File: src/rtl/cfg_readback_serializer.sv
// cfg_readback_serializer: splits a 512-bit config word into four 128-bit valid/ready beats
module cfg_readback_serializer #(
  parameter int CNT_W = 16
) (
  input  logic             I_sys_clk,
  input  logic             I_sys_rst_n,
  input  logic             I_clr,
  input  logic [511:0]     I_word_value,
  input  logic             I_word_valid,
  output logic             O_word_ready,
  output logic [127:0]     O_cfg_data,
  output logic             O_cfg_data_valid,
  input  logic             I_cfg_data_ready,
  output logic             O_cfg_data_last,
  output logic             O_word_done,
  output logic [CNT_W-1:0] O_word_cnt
);
  typedef enum logic [1:0] {IDLE, SEND, DONE} state_t;
  state_t state_q, state_d;
  logic [511:0] sr_q, sr_d;
  logic [1:0] idx_q, idx_d;
  logic [CNT_W-1:0] cnt_q, cnt_d;
  assign O_word_ready     = state_q == IDLE;
  assign O_cfg_data_valid = state_q == SEND;
  assign O_cfg_data       = sr_q[511:384];
  assign O_cfg_data_last  = (state_q == SEND) && (idx_q == 2'd3);
  assign O_word_done      = state_q == DONE;
  assign O_word_cnt       = cnt_q;
  // state, shift register, beat index and word counter
  always_ff @(posedge I_sys_clk or negedge I_sys_rst_n) begin
    if (!I_sys_rst_n) begin
      state_q <= IDLE;
      sr_q    <= '0;
      idx_q   <= '0;
      cnt_q   <= '0;
    end else begin
      state_q <= state_d;
      sr_q    <= sr_d;
      idx_q   <= idx_d;
      cnt_q   <= cnt_d;
    end
  end
  // next state; clear overrides every handshake and discards any word in flight
  always_comb begin
    state_d = state_q;
    sr_d    = sr_q;
    idx_d   = idx_q;
    cnt_d   = cnt_q;
    if (I_clr) begin
      state_d = IDLE;
      sr_d    = '0;
      idx_d   = '0;
      cnt_d   = '0;
    end else begin
      case (state_q)
        IDLE: if (I_word_valid) begin
          sr_d    = I_word_value;
          idx_d   = '0;
          state_d = SEND;
        end
        SEND: if (I_cfg_data_ready) begin
          sr_d  = {sr_q[383:0], 128'b0};
          idx_d = idx_q + 2'd1;
          if (idx_q == 2'd3) begin
            state_d = DONE;
            cnt_d   = cnt_q + CNT_W'(1);
          end
        end
        DONE:    state_d = IDLE;
        default: state_d = IDLE;
      endcase
    end
  end
endmodule

File: config.mk
export PLATFORM = sky130hd
export DESIGN_NAME = cfg_readback_serializer
export DESIGN_NICKNAME = d
export VERILOG_FILES = /design/src/rtl/cfg_readback_serializer.sv
export SDC_FILE = /design/constraint.sdc
export NUM_CORES = 1
export LEC_CHECK = 0
export BUFFER_PORTS_ARGS = -buffer_cell sky130_fd_sc_hd__buf_2
export CORE_AREA = 2 2 261 263
export DETAILED_ROUTE_END_ITERATION = 6
export DIE_AREA = 0 0 263 265
export PLACE_DENSITY = 0.68
export SKIP_CTS_REPAIR_TIMING = 1
export SYNTH_ARGS = -nofsm -noshare
export SYNTH_HDL_FRONTEND = slang
export SYNTH_SLANG_ARGS = --single-unit
File: constraint.sdc
create_clock -name I_sys_clk -period 1.9 [get_ports I_sys_clk]
set_input_delay 0.19 -clock I_sys_clk [delete_from_list [all_inputs] [get_ports I_sys_clk]]
set_output_delay 0.19 -clock I_sys_clk [all_outputs]
set_load 0.02 [all_outputs]
==> flow_summary.rst, run 1 <==
.. list-table::
   :header-rows: 1

   * - Metric
     - Value
   * - Placed wire-length estimate
     - 56.8 mm
   * - CTS tree
     - yes
   * - Dominant synthesized flop cell
     - dfrtp_1
   * - Sequential Power Share
     - 0.430
   * - #FFs+latches synth
     - 532
   * - Total of max-cap violations
     - 0
   * - Maximum number of pins on one net before global-route repair
     - 72
   * - Latest clock arrival within the worst-skew pair
     - 0.60 ns
   * - Vias in the first global route
     - 19.9k
   * - Net count, final
     - 4,067
   * - Worst hold path endpoint
     - sr_q[3]
   * - DR WL/cell
     - 20.5 um
   * - Violated checks
     - DRC, hold timing, setup timing
   * - Worst reg-to-reg path cell count
     - 6
   * - Area of the core region
     - 0.0668 mm^2
   * - Area growth from synthesis to layout
     - 49.4%
   * - TritonCTS Sinks
     - 532
   * - Measured slew at the worst slew-check pin
     - 0.532 ns
   * - Period Utilization, post-route
     - 1.03
   * - Leading area contributor after synthesis
     - dfrtp_1
   * - Worst vdd ir
     - 0.000725 V
   * - Share of synthesized flip-flops with an asynchronous set or reset
     - 1.00
   * - Pins Over Slew Limit
     - 0
   * - Post-route DRC violation count
     - 8
   * - Synth Area per Inst
     - 9.43 um^2
   * - Overall power of the completed layout
     - 31.2 mW
   * - Type of element capturing the critical path
     - flip-flop
   * - Number of enable-type register cells in the synthesized netlist
     - 0
   * - Yosys warnings
     - 0
   * - Number of stages on the worst hold path
     - 3
   * - CTS Buf Count
     - 57
   * - CP peak stage delay
     - 0.42 ns
   * - Die area
     - 0.0697 mm^2
   * - Deepest level of the CTS H-tree
     - 2
   * - Total Wirelength
     - 92.2 mm
   * - Terminus of the critical flop-to-flop path
     - sr_q[350]
   * - Critical path type
     - reg -> reg
   * - Fin worst setup slack
     - -0.0625 ns
   * - Ratio of cells with drive above 1 in the final layout
     - 0.264
   * - Number of antenna violations at the first check in global routing
     - 18
   * - Run status
     - finished with violations
   * - Sort of element at the start of the critical path
     - flip-flop
   * - RSZ-0062 raised after global routing
     - yes
   * - Combinational share of power
     - 0.187
   * - Start of the worst register-to-register path
     - state_q[0]
   * - Vias after detailed routing
     - 24.5k
   * - Number of port buffers
     - 664
   * - Clock input transition at the sequential cells of the worst setup and hold paths
     - 0.07 ns
   * - Post-Synthesis Cells
     - 2,504
   * - Post-detailed-route via-to-cell ratio
     - 5.47
   * - Die outline width
     - 263 um
   * - Slowest cell on crit path
     - dfrtp_2
   * - Layout Skew
     - 0.0162 ns
   * - Worst-case register-to-register setup slack
     - -0.06 ns
   * - Leading cell type in the layout, fill and taps excluded
     - nor2_1
   * - Final critical-path required period
     - 1.96 ns
   * - I/O Pins
     - 665
   * - Maximum operating frequency
     - 510 MHz
   * - P_int
     - 22.3 mW
   * - # fillers
     - 5,585
   * - Hold Path Class
     - in -> reg
   * - CP max FO
     - 32
   * - Floorplan row count
     - 95
   * - RD Place Congestion
     - 0.940
   * - Number of endpoints failing setup at the final stage
     - 3
   * - Max clock buf depth
     - 3
   * - Max-slew headroom
     - 0.645
   * - Worst-path cell chain
     - buf_4 > nor3b_4 > clkbuf_16 > buf_4 > a221oi_1 > nor2_1
   * - Total global-route track usage
     - 0.215
   * - Unique cell type count in the Yosys netlist
     - 33
   * - Endpoint arrival time on the critical path
     - 2.46 ns
   * - Required @ worst endpoint
     - 2.40 ns
   * - Net switching power of the design
     - 8.87 mW
   * - Post-synthesis instance area
     - 0.0236 mm^2
   * - Net switching share of the total power
     - 0.285
   * - Worst-case hold slack
     - -0.0214 ns
   * - Clock root cell
     - clkbuf_16
   * - Dominant cell type by count on the critical path
     - buf_4
   * - Sequential element share of the synthesized area
     - 0.564
   * - Leading cell types by total area after synthesis
     - dfrtp_1 56%, a221oi_1 14%, nor2_1 12%, nand2_1 4.2%, buf_4 4.1%
   * - Share of the synthesized area in the top cell type
     - 0.564
   * - Routed Antenna Nets
     - 0
   * - Hold Violations, Final
     - 1
   * - Global-route wire length before repair
     - 118 mm
   * - DIE HEIGHT
     - 265 um
   * - Hold Crit Start
     - I_word_value[3]
   * - DR pass1 iterations
     - 7
   * - Global-route congestion overflow total
     - 0
   * - Leakage power summed over all cells
     - 17.3 nW
   * - Clock power share
     - 0.383
   * - Iter 0 DRT Violations
     - 2,626
   * - Effective utilization at floorplan
     - 0.354
   * - Commonest cells after routing, fill and taps aside
     - 780 x nor2_1, 662 x buf_2, 530 x dfrtp_1
   * - Power density over cell area
     - 883 mW/mm^2
   * - Net Count, Synth
     - 3,023
==> per-stage QoR <==
step | cell area [um^2] | TNS, ns | worst slack (ns) | utilization | instances
finish | 35300 | -0.0921 | -0.0625 | 0.528 | 4490
detailed placement | 27800 | -0.120 | -0.0245 | 0.417 | 3843
global route | 35300 | -1.05 | -0.217 | 0.528 | 4486
global placement | 27800 | 0 | 0.0222 | 0.417 | 3843
CTS | 29900 | -0.296 | -0.0862 | 0.447 | 3951
floorplan | 23600 | 0 | 0.0257 | - | 2504
==> synth_stat cells (all sizes together) (2+ instances only) <==
| master | instances |
|---|---|
| xnor2 | 7 |
| inv | 3 |
| nor3 | 2 |
| o21ai | 3 |
| and3 | 2 |
| nand4 | 3 |
| ha | 2 |
| nor3b | 2 |
| nand2 | 266 |
| dfrtp | 532 |
| buf | 236 |
| o31ai | 4 |
| nor4 | 5 |
| xor2 | 3 |
| clkbuf | 111 |
| or4 | 5 |
| nor2 | 781 |
| a221oi | 384 |
| nand3 | 134 |
| a21oi | 7 |
| nor2b | 3 |
==> power groups by stage <==
stage                     Clock (mW)  Sequential (mW)  Combinational [mW]
after floorplan                    0             13.2                3.09
after global placement             0             13.5                4.63
after detailed placement           0             13.5                4.71
after CTS                       12.1             13.3                4.72
after global routing            12.5             13.5                6.31
final                           11.9             13.4                5.82
==> worst max-delay path by stage <==
| stage | start | endpoint | slack (ns) | cells after the start |
|---|---|---|---|---|
| 2_1_floorplan | O_word_cnt[6] | O_word_cnt[15] | 0.03 | 4 |
| 3_3_place_gp | idx_q[0] | O_word_cnt[12] | 0.02 | 5 |
| 3_5_place_dp | state_q[0] | sr_q[276] | -0.02 | 6 |
| 4_1_cts | state_q[1] | O_cfg_data_last | -0.09 | 4 |
| 5_1_grt | state_q[0] | sr_q[353] | -0.22 | 7 |
| 6_report | state_q[0] | sr_q[350] | -0.06 | 6 |
==> logic make-up (layout without fill, tap and decap cells) <==
kind of cell | Yosys count | count (layout) | share of synthesized area
and+or+nand+nor | 1209 | 1209 | 0.203
DFF | 532 | 532 | 0.564
AOI/OAI and AO/OA | 400 | 400 | 0.147
buffers and inverters | 350 | 1443 | 0.0812
xor gates and xnor gates | 10 | 10 | 0.00371
adders and majority gates | 2 | 2 | 0.00106
muxes | 1 | 1 | 0.000424
other | 0 | 20 | 0
==> layer usage <==
metal / vias to the layer above / GRT usage / part of all wire
li1: 10800 / - / -
met1: 11600 / 0.295 / 0.38
met2: 1660 / 0.335 / 0.47
met3: 480 / 0.0386 / 0.084
met4: 0 / 0.0910 / 0.059
met5: - / 0 / 0
==> state kept, by name, summed over array words and instances, names as in the netlist <==
name and flops:
state_q 2, O_word_cnt 16, sr_q 512, idx_q 2
==> layout make-up <==
cell class,count,area (um^2),area share
clock buffers,86,1700,0.0481
flip-flops and latches,532,13300,0.377
multi-input cells,1622,8570,0.243
clock inverters,22,315,0.00894
repair buffers,1332,10200,0.290
inverters,3,11.3,0.000319
diodes,20,50.0,0.00142
well taps,873,1090,0.0310
==> critical path, delay by kind of cell, from the launching register on <==
kind	cells	cell delay, ns
compound gates	1	0.12
flops	1	0.42
simple gates	2	0.57
buf+inv	3	0.71
No activity file was read; power rests on OpenSTA's default activity.
==> inputs of run 2 (changes only) <==
--- a/config.mk
+++ b/config.mk
@@ -6,9 +6,9 @@
 export NUM_CORES = 1
 export LEC_CHECK = 0
 export BUFFER_PORTS_ARGS = -buffer_cell sky130_fd_sc_hd__buf_2
-export CORE_AREA = 2 2 261 263
+export CORE_AREA = 2 2 256 258
 export DETAILED_ROUTE_END_ITERATION = 6
-export DIE_AREA = 0 0 263 265
+export DIE_AREA = 0 0 258 260
 export PLACE_DENSITY = 0.68
 export SKIP_CTS_REPAIR_TIMING = 1
 export SYNTH_ARGS = -nofsm -noshare
==> constraint.sdc (replaced) <==
create_clock -name I_sys_clk -period 1.85 [get_ports I_sys_clk]
set_input_delay 0.185 -clock I_sys_clk [delete_from_list [all_inputs] [get_ports I_sys_clk]]
set_output_delay 0.185 -clock I_sys_clk [all_outputs]
set_load 0.02 [all_outputs]
==> run 2 against run 1 <==
Against the previous run: the flow finishes with violations (setup timing); register-to-register slack gained 0.02 ns; total power grew 4.1%; sequential power grew 3%; sequential cell count is the same; non-clock buffer count shrank 2; combinational power grew 3%; count of clock-buffer cells in the layout shrank 5; sequential share of layout area shrank 0.29 points; die area shrank 3.8%.
==> flow_summary.rst, run 2 (synthesis results as in run 1) <==
.. list-table::
   :header-rows: 1

   * - Metric
     - Value
   * - Run status
     - finished with violations
   * - Violated checks
     - setup timing
   * - Net switching power of the design
     - 9.24 mW
   * - Period Utilization, post-route
     - 1.02
   * - Final cell count without fillers
     - 4,467
   * - Total of max-cap violations
     - 0
   * - Instance area after placement
     - 0.0280 mm^2
   * - Placed cell count
     - 3,820
   * - Net switching share of the total power
     - 0.285
   * - Ratio of cells with drive above 1 in the final layout
     - 0.263
   * - Dominant cell type by count on the critical path
     - buf_12
   * - Die area
     - 0.0671 mm^2
   * - Floorplan row count
     - 93
   * - RSZ-0062 raised after global routing
     - yes
   * - Routed Antenna Nets
     - 0
   * - Maximum operating frequency
     - 529 MHz
   * - DR pass1 iterations
     - 7
   * - Max-slew headroom
     - 0.585
   * - Origin of the worst setup path
     - state_q[0]
   * - CTS Buf Count
     - 58
   * - CP max FO
     - 37
   * - Placed wire-length estimate
     - 55.4 mm
   * - Final design instance area without fill
     - 0.0356 mm^2
   * - Clock input transition at the sequential cells of the worst setup and hold paths
     - 0.06 ns
   * - Hold Violations, Final
     - 0
   * - Count of buffering cells on the critical path with inverters included
     - 4
   * - Number of port buffers
     - 664
   * - Latest clock arrival within the worst-skew pair
     - 0.62 ns
   * - Die outline width
     - 258 um
   * - Measured slew at the worst slew-check pin
     - 0.622 ns
   * - Worst vdd ir
     - 0.000779 V
   * - CP peak stage delay
     - 0.40 ns
   * - Pins Over Slew Limit
     - 0
   * - Global-route congestion overflow total
     - 0
   * - Area growth from synthesis to layout
     - 50.5%
   * - Net count, final
     - 4,066
   * - Final critical-path required period
     - 1.89 ns
   * - CTS tree
     - yes
   * - Area of the core region
     - 0.0641 mm^2
   * - Slowest cell on crit path
     - dfrtp_1
   * - Worst-path cell chain
     - buf_4 > nor3b_4 > buf_6 > buf_12 > buf_12 > a221oi_1 > nor2_1
   * - Power density over cell area
     - 913 mW/mm^2
   * - Layout Skew
     - 0.0203 ns
   * - Required @ worst endpoint
     - 2.34 ns
   * - Max clock buf depth
     - 3
   * - DR WL/cell
     - 20.3 um
   * - TritonCTS Sinks
     - 532
   * - Sequential Power Share
     - 0.424
   * - Post-detailed-route via-to-cell ratio
     - 5.49
   * - Deepest level of the CTS H-tree
     - 2
   * - Maximum number of pins on one net before global-route repair
     - 89
   * - Number of antenna violations at the first check in global routing
     - 14
   * - I/O Pins
     - 665
   * - Iter 0 DRT Violations
     - 3,109
   * - Hold Crit Start
     - I_word_value[505]
   * - Clock power share
     - 0.391
   * - Delay-heaviest family, CP
     - buffers and inverters
   * - Leading cell type in the layout, fill and taps excluded
     - nor2_1
   * - Start of the worst register-to-register path
     - state_q[0]
   * - Global-route wire length before repair
     - 117 mm
   * - Combinational share of power
     - 0.185
   * - Number of endpoints failing setup at the final stage
     - 2
   * - Post-route DRC violation count
     - 0
   * - P_int
     - 23.2 mW
   * - Critical path type
     - reg -> reg
   * - Total global-route track usage
     - 0.220
   * - DIE HEIGHT
     - 260 um
   * - Type of element capturing the critical path
     - flip-flop
   * - Clock root cell
     - clkbuf_16
   * - Vias in the first global route
     - 20.4k
   * - Post-layout util
     - 0.555
   * - Total Wirelength
     - 90.6 mm
   * - Endpoint arrival time on the critical path
     - 2.38 ns
   * - Vias after detailed routing
     - 24.5k
   * - Fin worst setup slack
     - -0.0420 ns
   * - Commonest cells after routing, fill and taps aside
     - 780 x nor2_1, 661 x buf_2, 529 x dfrtp_1
   * - Overall power of the completed layout
     - 32.5 mW
   * - Effective utilization at floorplan
     - 0.368
   * - Largest Register
     - sr_q
   * - Max FFs per register
     - 512
   * - RD Place Congestion
     - 0.896
   * - Leakage power summed over all cells
     - 17.5 nW
   * - Hold Path Class
     - in -> reg
   * - Sort of element at the start of the critical path
     - flip-flop
-- run 2: per-layer routing --
layer	wire, um	global-route usage	vias to the layer above	part of all wire
met5	0	0	-	0
met4	4770	0.105	0	0.053
met3	7240	0.0381	409	0.080
met2	43900	0.344	1584	0.48
met1	34700	0.298	11800	0.38
li1	-	-	10700	-
-- run 2: cell type report --
type	count	area, um^2
Fill cell	5185	28600
Sequential cell	532	13300
Timing Repair Buffer	1330	10500
Multi-Input combinational cell	1622	8550
Clock buffer	81	1680
Tap cell	855	1070
Clock inverter	27	417
Antenna cell	17	42.5
Inverter	3	11.3
-- run 2: path summary, 6_finish.rpt --
check                            end  cells after the start  slack (ns)
hold / removal             sr_q[505]                      4       0.004
setup / recovery           sr_q[172]                      7       -0.04
min in group asynchronous  sr_q[242]                      2        0.02
hold reg to reg             sr_q[79]                      2        0.46
max in group asynchronous  sr_q[224]                      3        0.91
setup reg to reg           sr_q[172]                      7       -0.04
-- run 2: worst min-delay path, stage by stage --
cell and delay [ns]:
buf_2 0.11, a221oi_1 0.08, buf_4 0.14, nor2_1 0.07
-- run 2: metrics by stage --
| stage | hold slack (ns) | TNS (ns) | setup WS [ns] |
|---|---|---|---|
| 2_1_floorplan | -0.111 | 0 | 0.0151 |
| 6_report | 0.00398 | -0.0656 | -0.0420 |
| 4_1_cts | -0.615 | -0.151 | -0.124 |
| 3_5_place_dp | 0.0654 | 0 | 0.0283 |
| 5_1_grt | 0.0142 | -1.25 | -0.472 |
| 3_3_place_gp | 0.0656 | 0 | 0.0228 |
-- run 2: power by group through the flow --
stage,Clock (mW),Combinational [mW],Sequential (mW)
2_1_floorplan,0,3.17,13.6
3_3_place_gp,0,4.75,13.8
3_5_place_dp,0,4.82,13.8
4_1_cts,12.9,4.84,13.6
5_1_grt,13.3,6.49,13.8
6_report,12.7,6.00,13.8
